<file path="src/rtl/riscv_pkg.sv">
// Shared RV32I pipeline types and constants.
package riscv_pkg;
  localparam int          XLEN      = 32;
  localparam logic [31:0] NOP_INSTR = 32'h0000_0013;

  typedef struct packed {
    logic [XLEN-1:0] pc;
    logic [XLEN-1:0] pc4;
    logic [XLEN-1:0] instr;
    logic            valid;
  } if_id_t;
endpackage

</file>
<file path="src/rtl/fetch_if_id_reg.sv">
// IF/ID pipeline register: load a fetched instruction, hold, or squash to a bubble.
module fetch_if_id_reg
  import riscv_pkg::*;
#(
  parameter logic [XLEN-1:0] NOP = NOP_INSTR
) (
  input  logic            clk,
  input  logic            rst_n,
  input  logic            load_i,
  input  logic            bubble_i,
  input  logic [XLEN-1:0] pc_i,
  input  logic [XLEN-1:0] pc4_i,
  input  logic [XLEN-1:0] instr_i,
  output logic [XLEN-1:0] pc_o,
  output logic [XLEN-1:0] pc4_o,
  output logic [XLEN-1:0] instr_o,
  output logic            valid_o
);
  if_id_t q_q, q_d;

  // A bubble keeps pc/pc4 so downstream debug still sees the last fetched address.
  always_comb begin
    q_d = q_q;
    if (load_i) begin
      q_d = '{pc: pc_i, pc4: pc4_i, instr: instr_i, valid: 1'b1};
    end else if (bubble_i) begin
      q_d.instr = NOP;
      q_d.valid = 1'b0;
    end
  end

  always_ff @(posedge clk) begin
    if (!rst_n) q_q <= '{pc: '0, pc4: '0, instr: NOP, valid: 1'b0};
    else        q_q <= q_d;
  end

  assign pc_o    = q_q.pc;
  assign pc4_o   = q_q.pc4;
  assign instr_o = q_q.instr;
  assign valid_o = q_q.valid;
endmodule

</file>
<file path="src/rtl/fetch_stage.sv">
// RV32I fetch stage: PC register, next-PC select, halt detect, IF/ID register.
module fetch_stage
  import riscv_pkg::*;
#(
  parameter int              XLEN       = 32,
  parameter int              IMEM_DEPTH = 64,
  parameter logic [XLEN-1:0] RESET_PC   = 32'h0000_0000,
  parameter logic [XLEN-1:0] NOP_INSTR  = 32'h0000_0013
) (
  input  logic            clk,
  input  logic            rst_n,
  output logic [XLEN-1:0] imem_addr_o,
  input  logic [XLEN-1:0] imem_rdata_i,
  input  logic            stall_i,
  input  logic            redirect_i,
  input  logic [XLEN-1:0] redirect_pc_i,
  output logic [XLEN-1:0] if_id_pc_o,
  output logic [XLEN-1:0] if_id_pc4_o,
  output logic [XLEN-1:0] if_id_instr_o,
  output logic            if_id_valid_o,
  output logic            misalign_o,
  output logic            halted_o
);
  localparam logic [XLEN-1:0] END_ADDR = XLEN'(IMEM_DEPTH * 4);
  localparam logic [XLEN-1:0] FOUR     = XLEN'(4);

  logic [XLEN-1:0] pc_q, pc_d, pc4;
  logic            misalign_q, misalign_d;
  logic            load, bubble;

  assign pc4         = pc_q + FOUR;
  assign imem_addr_o = pc_q;
  assign halted_o    = (pc_q >= END_ADDR);
  assign misalign_o  = misalign_q;

  // Priority: redirect > stall > halted > normal fetch.
  always_comb begin
    pc_d       = pc_q;
    load       = 1'b0;
    bubble     = 1'b0;
    misalign_d = 1'b0;
    if (redirect_i) begin
      pc_d       = {redirect_pc_i[XLEN-1:2], 2'b00};
      bubble     = 1'b1;
      misalign_d = |redirect_pc_i[1:0];
    end else if (stall_i) begin
      pc_d = pc_q;
    end else if (halted_o) begin
      bubble = 1'b1;
    end else begin
      load = 1'b1;
      pc_d = pc4;
    end
  end

  always_ff @(posedge clk) begin
    if (!rst_n) begin
      pc_q       <= RESET_PC;
      misalign_q <= 1'b0;
    end else begin
      pc_q       <= pc_d;
      misalign_q <= misalign_d;
    end
  end

  fetch_if_id_reg #(.NOP(NOP_INSTR)) u_if_id (
    .clk      (clk),
    .rst_n    (rst_n),
    .load_i   (load),
    .bubble_i (bubble),
    .pc_i     (pc_q),
    .pc4_i    (pc4),
    .instr_i  (imem_rdata_i),
    .pc_o     (if_id_pc_o),
    .pc4_o    (if_id_pc4_o),
    .instr_o  (if_id_instr_o),
    .valid_o  (if_id_valid_o)
  );
endmodule
</file>
<file path="config.mk">
export PLATFORM = sky130hd
export DESIGN_NAME = fetch_stage
export DESIGN_NICKNAME = d
export VERILOG_FILES = /design/src/rtl/riscv_pkg.sv /design/src/rtl/fetch_if_id_reg.sv /design/src/rtl/fetch_stage.sv
export SDC_FILE = /design/constraint.sdc
export NUM_CORES = 1
export LEC_CHECK = 0
export ABC_AREA = 1
export CORE_ASPECT_RATIO = 1.2
export CORE_MARGIN = 8
export CORE_UTILIZATION = 45
export CTS_CLUSTER_SIZE = 16
export DETAILED_ROUTE_END_ITERATION = 12
export HOLD_SLACK_MARGIN = 0.1
export MAX_ROUTING_LAYER = met4
export PLACE_DENSITY = 0.92
export REMOVE_ABC_BUFFERS = 1
export SLEW_MARGIN = 20
export SYNTH_ARGS = -nofsm -noshare
export SYNTH_HDL_FRONTEND = slang
export SYNTH_SLANG_ARGS = --single-unit
</file>
<file path="constraint.sdc">
create_clock -name clk -period 3.6 [get_ports clk]
set_input_delay 0.36 -clock clk [delete_from_list [all_inputs] [get_ports clk]]
set_output_delay 0.36 -clock clk [all_outputs]
set_load 0.1 [all_outputs]
</file>
* Yosys cells after proc, flatten, opt, wreduce, memory -nomap -nowiden *
Index checks and enable logic that the tools add are counted.

word-level totals
  logic and storage cells = 31
  input port bits = 68
  register bits = 130
  output and inout port bits = 131

cells by class
  order comparisons = 1
  equal/unequal tests = 2
  bitwise operators = 3
  mux-type cells = 11
  reductions and logical operators = 6
  add/sub/neg operators = 1

operators with widths
  kind                     number
  $mux W32                 3
  $mux W33                 2
  $add A32 B3 Y32 const B  1
  $ge A32 B9 Y1 const B    1
  $mux W1                  6
  $reduce_and A2 Y1        3
  $reduce_or A2 Y1         2
  $not A1 Y1               3
  $ne A2 B1 Y1 const B     1
  $ne A2 B2 Y1 const B     1
  $reduce_bool A2 Y1       1

* Longest topological paths before layout *
  depth after elaboration = 6
  depth in mapped cells = 10
  depth with buffers taken out = 9

* Modules after synthesis *
A second synthesis with hierarchy kept.

second synthesis, totals
  cells, all modules = 749
  area total of the unflattened synthesis = 5,516.5 um^2

by module, submodules not included
  module           cells an instance  area an instance (um^2)  times used
  fetch_if_id_reg  428                3,450.8                  1
  fetch_stage      321                2,065.7                  1

* Worst setup path after synthesis *
No wires, ideal clock.

  kind = flip-flop to flip-flop
  from = register pc_q[8], in the netlist imem_addr_o[8]
  to = register pc_q[2], in the netlist imem_addr_o[2]
  library setup time = 0.070 ns
  stages on the path, launching flop included = 8
  arrival = 2.515 ns
  setup slack = 1.015 ns
  path buffers = 0
  cell sequence = dfxtp_1 nor2_1 nand2_1 nor2_1 nand3_1 nand2_1 nand3_1 a21oi_1

on the way
  word-level cells in the longest chain between the ends = 3

RTL lines
  element                      RTL line           RTL
  start: declaration           fetch_stage.sv:27  logic [XLEN-1:0] pc_q, pc_d, pc4;
  start signal: assignment     fetch_stage.sv:61  pc_q <= pc_d;
  $ge A32 B9 Y1                fetch_stage.sv:33  assign halted_o = (pc_q >= END_ADDR);
  via halted_o                 fetch_stage.sv:22  output logic halted_o
  $ne A2 B2 Y1 (no line)       -
  $reduce_and A2 Y1 (no line)  -

The timed path passes the listed nets, and every way through them passes these cells.
A chain may end at the register's enable or synchronous reset.

* Final worst setup path *
  from = register pc_q[8], in the netlist imem_addr_o[8]
  to = output halted_o

on the way
  word-level cells in the longest chain between the ends = 1

RTL lines
  element           RTL line
  $ge A32 B9 Y1     fetch_stage.sv:33
  end: declaration  fetch_stage.sv:22

Every way passes these cells.

==> parameters.txt <==
Parameter                              Value

Setup path
  Start-to-end type of the worst setup path ... flip-flop to output port
  Top fanout value on the critical path ... 5
  Nature of the critical path startpoint ... flip-flop
  Count of cells along the worst register-to-register path ... 9
  Critical path endpoint category ... output port
  Arrival time worst endpoint ... 2360 ps
  Data required, critical path ... 3240 ps

Drt
  Total DRC errors in the routed layout ... 0
  Detailed Route Iter0 Violations ... 344
  Post-route antenna net violation count ... 0
  Routed via count ... 4683
  Via-to-Cell Ratio ... 5.20
  1st-pass router iterations ... 5
  Routed len/inst ... 16.4 um
  Overall routed net length ... 14.8 mm

Logic synthesis
  Mean cell area of the mapped netlist ... between 7 and 8 sq um
  Adder and majority gate portion of the synthesized area ... 0.548%
  Number of warnings reported in the yosys synthesis log ... 0
  Fraction of the mapped netlist area in compound gates ... under 10%
  Unique cell type count in the Yosys netlist ... 24
  Multiplexer share of the synthesized area ... 0%
  Part of the Yosys area used for sequential elements ... 54.4%
  Dominant combinational cell family by area after synthesis ... simple AND/OR/NAND/NOR gates
  Synthesis-stage register bit count ... 124
  Xor and xnor area share after synthesis ... 0.192%
  Total standard cell area after synthesis ... 0.00457 sq mm
  Post-synthesis cell count ... around 590
  Synthesized-area fraction occupied by and/or/nand/nor cells ... 30.4%

CTS
  Number of instances resized during post-cts repair ... 0
  Quantity of hold-fixing buffers added after cts ... 0
  Post-CTS clock slew at the launch and capture registers of the worst setup and hold paths ... 60 ps
  Number of H-tree levels ... 4
  CTS sink count ... 124
  Clock tree root buffer cell ... sky130_fd_sc_hd__clkbuf_16
  Insertion delay to the later sink of the worst-skew pair ... 410 ps
  Worst-case clock buffer depth ... 2
  Clock buffers created by TritonCTS ... 17
  Setup bufs post-CTS ... 0
  TritonCTS clock tree ... built

Finish
  Post-layout nets ... about 830
  Area occupied by registers ... 0.00248 sq mm
  Layout-stage area growth over the synthesis result ... 55.9%
  Final antenna diode count ... 0
  Utilization of the core after routing ... between 70 and 80%
  Filler cells ... 765
  Share of cells above drive strength 1 ... 6.20%
  Final std cells w/o fill ... 900
  Area taken by multi-input logic gates ... 0.00182 sq mm

Pwr
  Total power per unit cell area ... 504 mW/mm^2
  Reported leakage power ... 2.62 nW
  Max IR drop VDD ... around 0.00035 V

Die
  Area enclosed by the die boundary ... about 0.014 sq mm
  Initial core utilization ... 45.9%
  Number of top-level pins ... 199
  Die span in x ... 108 um
  Area inside the core boundary ... 0.00996 sq mm
  Height of the chip ... about 130 um
  Cell Rows ... 40

Min path
  Path class of the lowest-slack min-delay path ... flip-flop to flip-flop
  Hold Crit Depth ... 2

Global routing
  Global-route wire length before repair ... 23.1 mm
  Antenna violations before repair ... 0
  All-layer global routing usage ... 21.7%
  Final global-route overflow total ... 0
  Vias in the first global route ... 4654
  Largest net degree at the start of global routing ... 81

STA
  Share of the cycle needed by the critical path after routing ... 75.6%
  Number of endpoints with negative hold slack in the final report ... 0
  Setup repair after global routing missed its margin ... no
  Max Clock Freq ... 0.367 GHz
  Worst slew pin tran ... about 1000 ps
  Number of pins exceeding their max-slew limit in the final report ... 0
  Headroom to the max-slew limit ... a little over 30%
  Min Tclk post-route ... 2720 ps
  Setup Viol. Count Final ... 0
  Worst-case clock skew ... roughly 7.7 ps
  Post-route setup TNS ... 0 ps

Placed design
  DPL Wire Length ... 10.4 mm
  Number of port buffers ... 192
  Routability Congestion ... 0.806
  Number of cells in the design after placement ... 868

Flow run
  Count of max-cap constraint violations ... 0

Status
  Status ... finished, final reports clean
==> metrics by stage <==
step / instance area, sq um / setup WS [ps] / hold WS, ps / total power [mW]
after global routing: 7120 / 806 / 456 / 3.71
after CTS: 7120 / 882 / 438 / 3.62
final: 7120 / 879 / 436 / 3.59
after detailed placement: 6500 / 1310 / 428 / 1.87
after global placement: 6500 / 1400 / 425 / 1.86
after floorplan: 4350 / 641 / 429 / 1.71
==> cell usage in the layout, fill, tap and decap left out, types with 8 or more instances in the layout <==
| cell type | instances |
|---|---|
| sky130_fd_sc_hd__clkdlybuf4s50_1 | 192 |
| sky130_fd_sc_hd__a21oi_1 | 67 |
| sky130_fd_sc_hd__nand2_1 | 154 |
| sky130_fd_sc_hd__clkbuf_16 | 17 |
| sky130_fd_sc_hd__dfxtp_1 | 124 |
| sky130_fd_sc_hd__nand3_1 | 38 |
| sky130_fd_sc_hd__nand4_1 | 44 |
| sky130_fd_sc_hd__inv_1 | 8 |
| sky130_fd_sc_hd__nor2_1 | 80 |
| sky130_fd_sc_hd__buf_4 | 9 |
==> path summary, 6_finish.rpt <==
kind	start	to	slack, ps
setup / recovery	imem_addr_o[8]	halted_o	880
hold / removal	u_if_id.pc_o[31]	u_if_id.pc_o[31]	440
setup reg to reg	imem_addr_o[8]	u_if_id.instr_o[1]	1240
hold reg to reg	u_if_id.pc_o[31]	u_if_id.pc_o[31]	440
==> per-layer routing <==
metal / GRT usage (%) / routed length [um]
met1: 22.3 / 5680
met4: 8.59 / 388
met3: 8.46 / 1270
met5: - / 0
met2: 36.3 / 7460
==> kinds of logic (layout without fill, tap and decap cells) <==
logic type	Yosys count	in the layout
AOI/OAI and AO/OA	73	73
xor gates and xnor gates	1	1
adders and majority gates	2	2
buffers and inverters	65	246
DFF	124	124
other	1	6
and+or+nand+nor	322	322
==> registers in the layout (all words and copies together) (netlist names) <==
register	cells
u_if_id.instr_o	32
imem_addr_o	30
u_if_id.pc4_o	30
u_if_id.pc_o	30
misalign_o	1
u_if_id.valid_o	1
==> area by class of cell <==
| type | instances | share of cell area, % |
|---|---|---|
| Clock inverter | 13 | 2.34 |
| Tap cell | 126 | 2.21 |
| Multi-Input combinational cell | 404 | 25.5 |
| Timing Repair Buffer | 201 | 27.9 |
| Inverter | 13 | 0.721 |
| Clock buffer | 19 | 6.36 |
| Sequential cell | 124 | 34.9 |
==> where the power goes <==
part | total, mW | switching, mW | internal [mW]
combinational | 0.431 | 0.302 | 0.129
sequential | 1.41 | 0.0183 | 1.39
clock | 1.75 | 0.618 | 1.13
total | 3.59 | 0.939 | 2.65
==> cells in the mapped netlist <==
| master | n | share of area [%] |
|---|---|---|
| sky130_fd_sc_hd__o21bai_1 | 3 | 0.49 |
| sky130_fd_sc_hd__nand2_1 | 154 | 13 |
| sky130_fd_sc_hd__ha_1 | 2 | 0.55 |
| sky130_fd_sc_hd__clkinv_2 | 1 | 0.11 |
| sky130_fd_sc_hd__buf_6 | 1 | 0.25 |
| sky130_fd_sc_hd__buf_4 | 7 | 1.2 |
| sky130_fd_sc_hd__buf_1 | 5 | 0.41 |
| sky130_fd_sc_hd__conb_1 | 1 | 0.082 |
| sky130_fd_sc_hd__nand3_1 | 38 | 4.2 |
| sky130_fd_sc_hd__inv_1 | 8 | 0.66 |
| sky130_fd_sc_hd__clkinv_1 | 1 | 0.082 |
| sky130_fd_sc_hd__nor2_4 | 1 | 0.25 |
| sky130_fd_sc_hd__inv_2 | 3 | 0.25 |
| sky130_fd_sc_hd__xor2_1 | 1 | 0.19 |
| sky130_fd_sc_hd__a21oi_1 | 67 | 7.3 |
| sky130_fd_sc_hd__nand3_2 | 1 | 0.22 |
| sky130_fd_sc_hd__nand4_1 | 44 | 6.0 |
| sky130_fd_sc_hd__nor2_1 | 81 | 6.7 |
| sky130_fd_sc_hd__nor3_1 | 1 | 0.11 |
| sky130_fd_sc_hd__and2_1 | 2 | 0.27 |
| sky130_fd_sc_hd__o21ai_0 | 3 | 0.33 |
| sky130_fd_sc_hd__dfxtp_1 | 124 | 54 |
| sky130_fd_sc_hd__buf_2 | 7 | 0.77 |
| sky130_fd_sc_hd__clkbuf_1 | 32 | 2.6 |
==> worst max-delay path, stage by stage, from the launching register on <==
cell,delay [ps]
sky130_fd_sc_hd__dfxtp_1,350
sky130_fd_sc_hd__nor2_1,150
sky130_fd_sc_hd__nand2_1,80
sky130_fd_sc_hd__nor2_1,220
sky130_fd_sc_hd__nand3_1,150
sky130_fd_sc_hd__clkdlybuf4s50_1,1010
Power figures use the tool's default switching activity.
